**config.mk**
```make
export PLATFORM = sky130hd
export DESIGN_NAME = mem_bus_arbiter
export DESIGN_NICKNAME = d
export VERILOG_FILES = /design/src/rtl/mem_bus_arbiter.sv
export SDC_FILE = /design/constraint.sdc
export NUM_CORES = 1
export LEC_CHECK = 0
export ABC_AREA = 0
export BUFFER_PORTS_ARGS = -buffer_cell sky130_fd_sc_hd__buf_2
export CAP_MARGIN = 20
export CELL_PAD_IN_SITES_DETAIL_PLACEMENT = 1
export CELL_PAD_IN_SITES_GLOBAL_PLACEMENT = 2
export CORE_ASPECT_RATIO = 1.75
export CORE_MARGIN = 2
export CORE_UTILIZATION = 13
export CTS_CLUSTER_DIAMETER = 120
export CTS_CLUSTER_SIZE = 40
export DETAILED_ROUTE_END_ITERATION = 16
export PLACE_DENSITY = 0.91
export SLEW_MARGIN = 20
export SYNTH_ARGS = -nofsm -noshare
export SYNTH_HDL_FRONTEND = slang
export SYNTH_SLANG_ARGS = --single-unit
```
**constraint.sdc**
```tcl
create_clock -name clk -period 2.45 [get_ports clk]
set_input_delay 0.245 -clock clk [delete_from_list [all_inputs] [get_ports clk]]
set_output_delay 0.245 -clock clk [all_outputs]
set_load 0.01 [all_outputs]
```
**src/rtl/mem_bus_arbiter.sv**
```systemverilog
// mem_bus_arbiter: N-master to 1-slave memory bus arbiter.
// A grant is held for a whole access/ack transaction. Arbitration is either
// fixed priority (master 0 highest) or rotating round-robin, set by ROUND_ROBIN.
// One idle cycle separates consecutive grants (bus turnaround).
// Optional watchdog: define ARB_TIMEOUT_EN to add a wait-state counter that
// force-acks a stalled transaction and raises a sticky timeout_err.
module mem_bus_arbiter #(
    parameter int NUM_MASTERS    = 2,
    parameter int ADDR_WIDTH     = 19,
    parameter int DATA_WIDTH     = 16,
    parameter int ROUND_ROBIN    = 1,
    parameter int TIMEOUT_CYCLES = 255,
    localparam int BW = DATA_WIDTH / 8,
    localparam int GW = (NUM_MASTERS > 1) ? $clog2(NUM_MASTERS) : 1
) (
    input  logic                              clk,
    input  logic                              reset,
    input  logic [NUM_MASTERS*ADDR_WIDTH-1:0] m_addr,
    input  logic [NUM_MASTERS*DATA_WIDTH-1:0] m_data_out,
    input  logic [NUM_MASTERS-1:0]            m_wr_en,
    input  logic [NUM_MASTERS*BW-1:0]         m_bytesel,
    input  logic [NUM_MASTERS-1:0]            m_io,
    input  logic [NUM_MASTERS-1:0]            m_access,
    output logic [NUM_MASTERS-1:0]            m_ack,
    output logic [DATA_WIDTH-1:0]             m_data_in,
    output logic [ADDR_WIDTH-1:0]             s_addr,
    output logic [DATA_WIDTH-1:0]             s_data_out,
    output logic                              s_wr_en,
    output logic [BW-1:0]                     s_bytesel,
    output logic                              s_io,
    output logic                              s_access,
    input  logic                              s_ack,
    input  logic [DATA_WIDTH-1:0]             s_data_in,
    output logic [GW-1:0]                     grant_id,
`ifdef ARB_TIMEOUT_EN
    output logic                              timeout_err,
`endif
    output logic                              busy
);

    typedef enum logic {IDLE, OWNED} state_t;

    state_t  state;
    logic [GW-1:0] rr_ptr;
    logic [GW-1:0] rr_next;
    logic [GW-1:0] sel_id;
    logic [GW-1:0] cand;
    logic          sel_valid;
    logic          tmo_fire;
    logic          done;

    // Per-master views of the flat request buses
    logic [NUM_MASTERS-1:0][ADDR_WIDTH-1:0] addr_a;
    logic [NUM_MASTERS-1:0][DATA_WIDTH-1:0] data_a;
    logic [NUM_MASTERS-1:0][BW-1:0]         bsel_a;

    assign addr_a = m_addr;
    assign data_a = m_data_out;
    assign bsel_a = m_bytesel;

    // Priority scan starting at rr_ptr; rr_ptr stays 0 in fixed mode, so the
    // lowest requesting index wins there. Scanning downward lets the nearest
    // requester overwrite the farther ones.
    always_comb begin
        sel_valid = 1'b0;
        sel_id    = '0;
        cand      = '0;
        for (int k = NUM_MASTERS - 1; k >= 0; k--) begin
            cand = GW'((int'(rr_ptr) + k) % NUM_MASTERS);
            if (m_access[cand]) begin
                sel_valid = 1'b1;
                sel_id    = cand;
            end
        end
    end

    // Pointer moves to the master after the one just served
    assign rr_next = (grant_id == GW'(NUM_MASTERS - 1)) ? '0 : grant_id + GW'(1);

    // Transaction ends on a slave ack or a watchdog expiry
    assign done = s_ack || tmo_fire;

`ifdef ARB_TIMEOUT_EN
    localparam int TW = (TIMEOUT_CYCLES > 0) ? $clog2(TIMEOUT_CYCLES + 1) : 1;
    logic [TW-1:0] tmo_cnt;

    // A real ack in the expiry cycle wins over the forced one
    assign tmo_fire = (state == OWNED) && !s_ack && (tmo_cnt == TW'(TIMEOUT_CYCLES));

    // Wait-state counter, held clear while idle so each grant starts at 0
    always_ff @(posedge clk or negedge reset) begin
        if (!reset) begin
            tmo_cnt     <= '0;
            timeout_err <= 1'b0;
        end else if (state == IDLE) begin
            tmo_cnt <= '0;
        end else if (tmo_fire) begin
            timeout_err <= 1'b1;
        end else if (!s_ack) begin
            tmo_cnt <= tmo_cnt + TW'(1);
        end
    end
`else
    assign tmo_fire = 1'b0;
`endif

    // Grant FSM: registered owner, request strobe and busy flag
    always_ff @(posedge clk or negedge reset) begin
        if (!reset) begin
            state    <= IDLE;
            grant_id <= '0;
            rr_ptr   <= '0;
            s_access <= 1'b0;
            busy     <= 1'b0;
        end else begin
            case (state)
                IDLE: begin
                    if (sel_valid) begin
                        grant_id <= sel_id;
                        state    <= OWNED;
                        s_access <= 1'b1;
                        busy     <= 1'b1;
                    end
                end
                OWNED: begin
                    if (done) begin
                        state    <= IDLE;
                        s_access <= 1'b0;
                        busy     <= 1'b0;
                        if (ROUND_ROBIN != 0) rr_ptr <= rr_next;
                    end
                end
                default: state <= IDLE;
            endcase
        end
    end

    // Slave request fields follow the current owner combinationally
    assign s_addr     = addr_a[grant_id];
    assign s_data_out = data_a[grant_id];
    assign s_bytesel  = bsel_a[grant_id];
    assign s_wr_en    = m_wr_en[grant_id];
    assign s_io       = m_io[grant_id];

    // Ack routed to the owner only; slave ack while idle is dropped
    always_comb begin
        m_ack = '0;
        if ((state == OWNED) && done) m_ack[grant_id] = 1'b1;
    end

    // Read data broadcast; an expired watchdog returns all-ones
    assign m_data_in = tmo_fire ? '1 : s_data_in;

endmodule

```
* Yosys cells after proc, flatten, opt, wreduce, memory -nomap -nowiden
Cells that the tools add are included.
** Storage, ports and cells
- Flip-flop bits (word level) :: 4
- Bits of input ports :: 99
- Output and inout port bits :: 60
- Word-level logic and storage cells :: 46
** Cells by class
- Add/subtract/negate cells :: 2
- $lt $le $gt $ge :: 4
- Equality and inequality tests :: 2
- Muxes and demuxes :: 28
- Bitwise operators :: 1
- Reductions and logical operators :: 5
** Operators with widths (count)
- $mux W19 :: 2
- $mux W16 :: 2
- $mux W1 :: 18
- $lt A1 B2 Y1 const B :: 3
- $mux W2 :: 3
- $reduce_and A2 Y1 :: 3
- $ne A2 B2 Y1 const B :: 2
- $pmux W1 S2 :: 2
- $add A1 B1 Y1 const B :: 2
- $logic_and A1 B1 Y1 :: 2
- $demux W1 S1 :: 1
- $ge A1 B1 Y1 const B :: 1
- $not A1 Y1 :: 1

* Logic depth before layout (Yosys ltp)
- Word-level depth :: 7
- Mapped depth :: 3
- Depth with buffers taken out :: 2

* Worst setup path before layout
Ideal clock, no wire load.
- Path kind :: flip-flop to output port
- From :: reg grant_id
- To :: out s_addr[10]
- Arrival time :: 1.006 ns
- Required time :: 2.205 ns
- Path slack :: 1.199 ns
- Cell stages (with the launch flop) :: 4
- Path buffers :: 2
- Cell sequence :: dfrtp_1 buf_6 buf_12 mux2_4
** Between the ends
- Word-level cells in the longest chain between the ends :: 2
** Ends and longest elaborated chain
- start: declaration :: RTL line 34 : output logic [GW-1:0] grant_id,
- start signal: assignment :: RTL line 119 : grant_id <= sel_id;
- $mux W19 (not written as such) (2 in a row) :: RTL line 139 : assign s_addr = addr_a[grant_id];
- end: declaration :: RTL line 26 : output logic [ADDR_WIDTH-1:0] s_addr,
Every way passes these cells. The select of a mux whose other input is x is not followed.

* Worst setup path after layout
- From :: reg grant_id
- To :: out s_data_out[11]
** Between the ends
- Word-level cells in the longest chain between the ends :: 2
** Ends and longest elaborated chain
- $mux W16 (not written as such) (2 in a row) :: RTL line 140 : assign s_data_out = data_a[grant_id];
- end: declaration :: RTL line 27 : output logic [DATA_WIDTH-1:0] s_data_out,
Every way passes these cells. The select of a mux whose other input is x is not followed.

==> key figures <==
Status
  • Run status: completed

Finish
  • # fillers: 867
  • ANT cells: 0
  • Nets: 287
  • Final Non-Filler Cells: 273
  • Synth-to-Final Area Change: 65.3%
  • Most frequent cells in the layout: 126 x buf_2, 38 x mux2_4, 3 x dfrtp_1, 3 x clkbuf_16
  • Commonest non-fill, non-tap cell in the layout: buf_2
  • Post-route cell area: 0.00161 mm^2
  • Layout cells sized above 1: 0.909

STA
  • Layout Skew: 2.00 ps
  • Final slew viol count: 0
  • Unrepaired setup endpoints after global routing: false
  • Final hold vios: 0
  • TNS Setup: 0 ps
  • Final setup violation count: 0
  • Final Critical Period: 1900 ps
  • Max Clock Freq: 0.527 GHz
  • Setup ws final: 554 ps
  • Slew HR: 0.694
  • Worst slew pin tran: 459 ps
  • Final period util: 0.774
  • Worst hold slack: 269 ps

Power and ir drop
  • VDD IR max: 0.367 mV
  • Leakage: 0.954 nW
  • Power Dens Cells: 622 mW/mm^2

Global routing
  • Initial antenna violation count: 0
  • Remaining global-route overflow: 0
  • M3 GR Usage: 0.0247
  • Met2 usage: 0.166
  • M1 GR Usage: 0.0734
  • All-Layer GR Usage: 0.0808
  • Gr busiest metal: met2
  • Vias in the first global route: 1,118
  • First-pass GRT wire length: 5.38 mm
  • Largest net degree at the start of global routing: 29

Detailed routing
  • Vias per std cell: 3.82
  • DR iter-0 viols: 26
  • Final WL: 3.44 mm
  • Post-detailed-route count of antenna-violating nets: 0
  • Detailed Routing Iterations Pass 1: 2
  • Number of remaining DRC errors: 0
  • Drt wl/cell: 12.6 um
  • DR vias: 1,043

Floorplan
  • Die width: 69.3 um
  • Initial core utilization: 0.134
  • Die area: 0.00820 mm^2
  • Chip height: 118 um
  • I/O Pins: 159
  • Area of the core: 0.00723 mm^2
  • # rows: 41

CTS
  • CTS tree: built
  • CTS Buf Count: 3
  • Clock root buffer: clkbuf_16
  • Clock H-tree levels: 1
  • Worst-Skew Late Latency: 230 ps
  • Setup Fix Bufs, Post-CTS: 0
  • Clock sinks: 4
  • Clock buffer depth: 2
  • Register clock-pin slew on the reported worst setup and hold paths: 30 ps

Placed design
  • Post-DP HPWL: 3.08 mm
  • Cell area after placement: 0.00152 mm^2
  • # port buffers: 126
  • Dpl ws: 779 ps
  • Dpl cells: 268
  • GP Congestion: 0.679

Synthesis
  • Count of different cell masters after synthesis: 17
  • Synth Cell Area: 971 um^2
  • Syn nets: 176
  • Syn avg cell area: 12.6 um^2
  • Seq cells post-synth: 4
  • Syn Inst Count: 77
  • Sequential area share after synthesis: 0.103
  • Yosys warning count: 0

Critical path
  • CP max FO: 28
  • CP arrival: 1650 ps
  • Slowest CP cell: dfrtp_2
  • CP cell instances: buf_12 -> mux2_4 -> buf_2
  • Critical path class: reg2out
  • Worst Setup End Kind: primary output
  • CP delay by family, top: flip-flops
  • Worst path buffer plus inverter count: 2
  • Critical Path RT: 2200 ps
  • Startpoint Class: register
  • Crit path largest cell delay: 640 ps

Job
  • Max-Cap Viols: 0

Hold path
  • Hold WC Path Type: in2reg
## metal layers
metal / routed length, um / up-vias
li1: - / 479
met1: 1010 / 468
met2: 2000 / 91
met3: 408 / 5
met4: 23 / 0
met5: 0 / -
## layout make-up
cell class	count	area, um^2	area share
flip-flops and latches	4	101	0.0631
multi-input cells	50	653	0.407
clock buffers	4	78.8	0.0491
well taps	86	108	0.0670
repair buffers	128	661	0.412
inverters	1	3.75	0.00234
## cell families after synthesis
logic type	after synthesis	share of synthesized area
DFF	4	0.103
buffers and inverters	23	0.224
and+or+nand+nor	7	0.0412
muxes	39	0.599
AOI/OAI and AO/OA	4	0.0322
## where the power goes
part,switching (W),internal (W)
registers,0.0000414,0.0000804
clock network,0.0000491,0.000215
logic,0.000239,0.000374
total,0.000330,0.000669
## flip-flops by register name, summed over array words and instances, names as in the netlist
register and flops:
grant_id 1, rr_ptr 1, busy 1, state 1
## through the flow
stage / utilization / power, W
global placement: 0.210 / 0.000736
global route: 0.222 / 0.00106
finish: 0.222 / 0.000999
detailed placement: 0.210 / 0.000746
CTS: 0.222 / 0.00101
floorplan: - / 0.000608
## cell usage after synthesis
master,number,area share
nor2b_1,2,0.013
mux2_2,1,0.012
nor3_1,1,0.0051
dfrtp_1,4,0.10
and3_1,1,0.0064
buf_6,1,0.012
a21o_1,1,0.0077
buf_8,1,0.015
mux2_4,38,0.59
nand2_1,2,0.0077
o31a_1,1,0.0090
inv_1,1,0.0039
a2bb2oi_1,1,0.0090
buf_4,17,0.13
and3b_1,1,0.0090
buf_12,3,0.062
o22ai_1,1,0.0064
## worst register-to-register path, cell delays in order (launching register included)
cell     delay (ps)
dfrtp_2         640
and3b_1         250
a21o_1          150
## worst paths after layout
| kind | start | to | slack (ps) | cells past startpoint |
|---|---|---|---|---|
| setup / recovery | grant_id$_DFFE_PN0P_ | s_data_out[11] | 550 | 3 |
| hold / removal | m_access[0] | state$_DFF_PN0_ | 270 | 2 |
| setup reg to reg | grant_id$_DFFE_PN0P_ | rr_ptr$_DFFE_PN0N_ | 1300 | 2 |
| hold reg to reg | rr_ptr$_DFFE_PN0N_ | rr_ptr$_DFFE_PN0N_ | 470 | 1 |
| max in group asynchronous | reset | grant_id$_DFFE_PN0P_ | 1950 | 2 |
| min in group asynchronous | reset | rr_ptr$_DFFE_PN0N_ | 360 | 2 |
## timing repair
item	4_1_cts	5_1_grt
hold buffers	1	0
hold endpoints to repair	4	0
resized for setup	0	0
No activity file was read; power rests on OpenSTA's default activity.
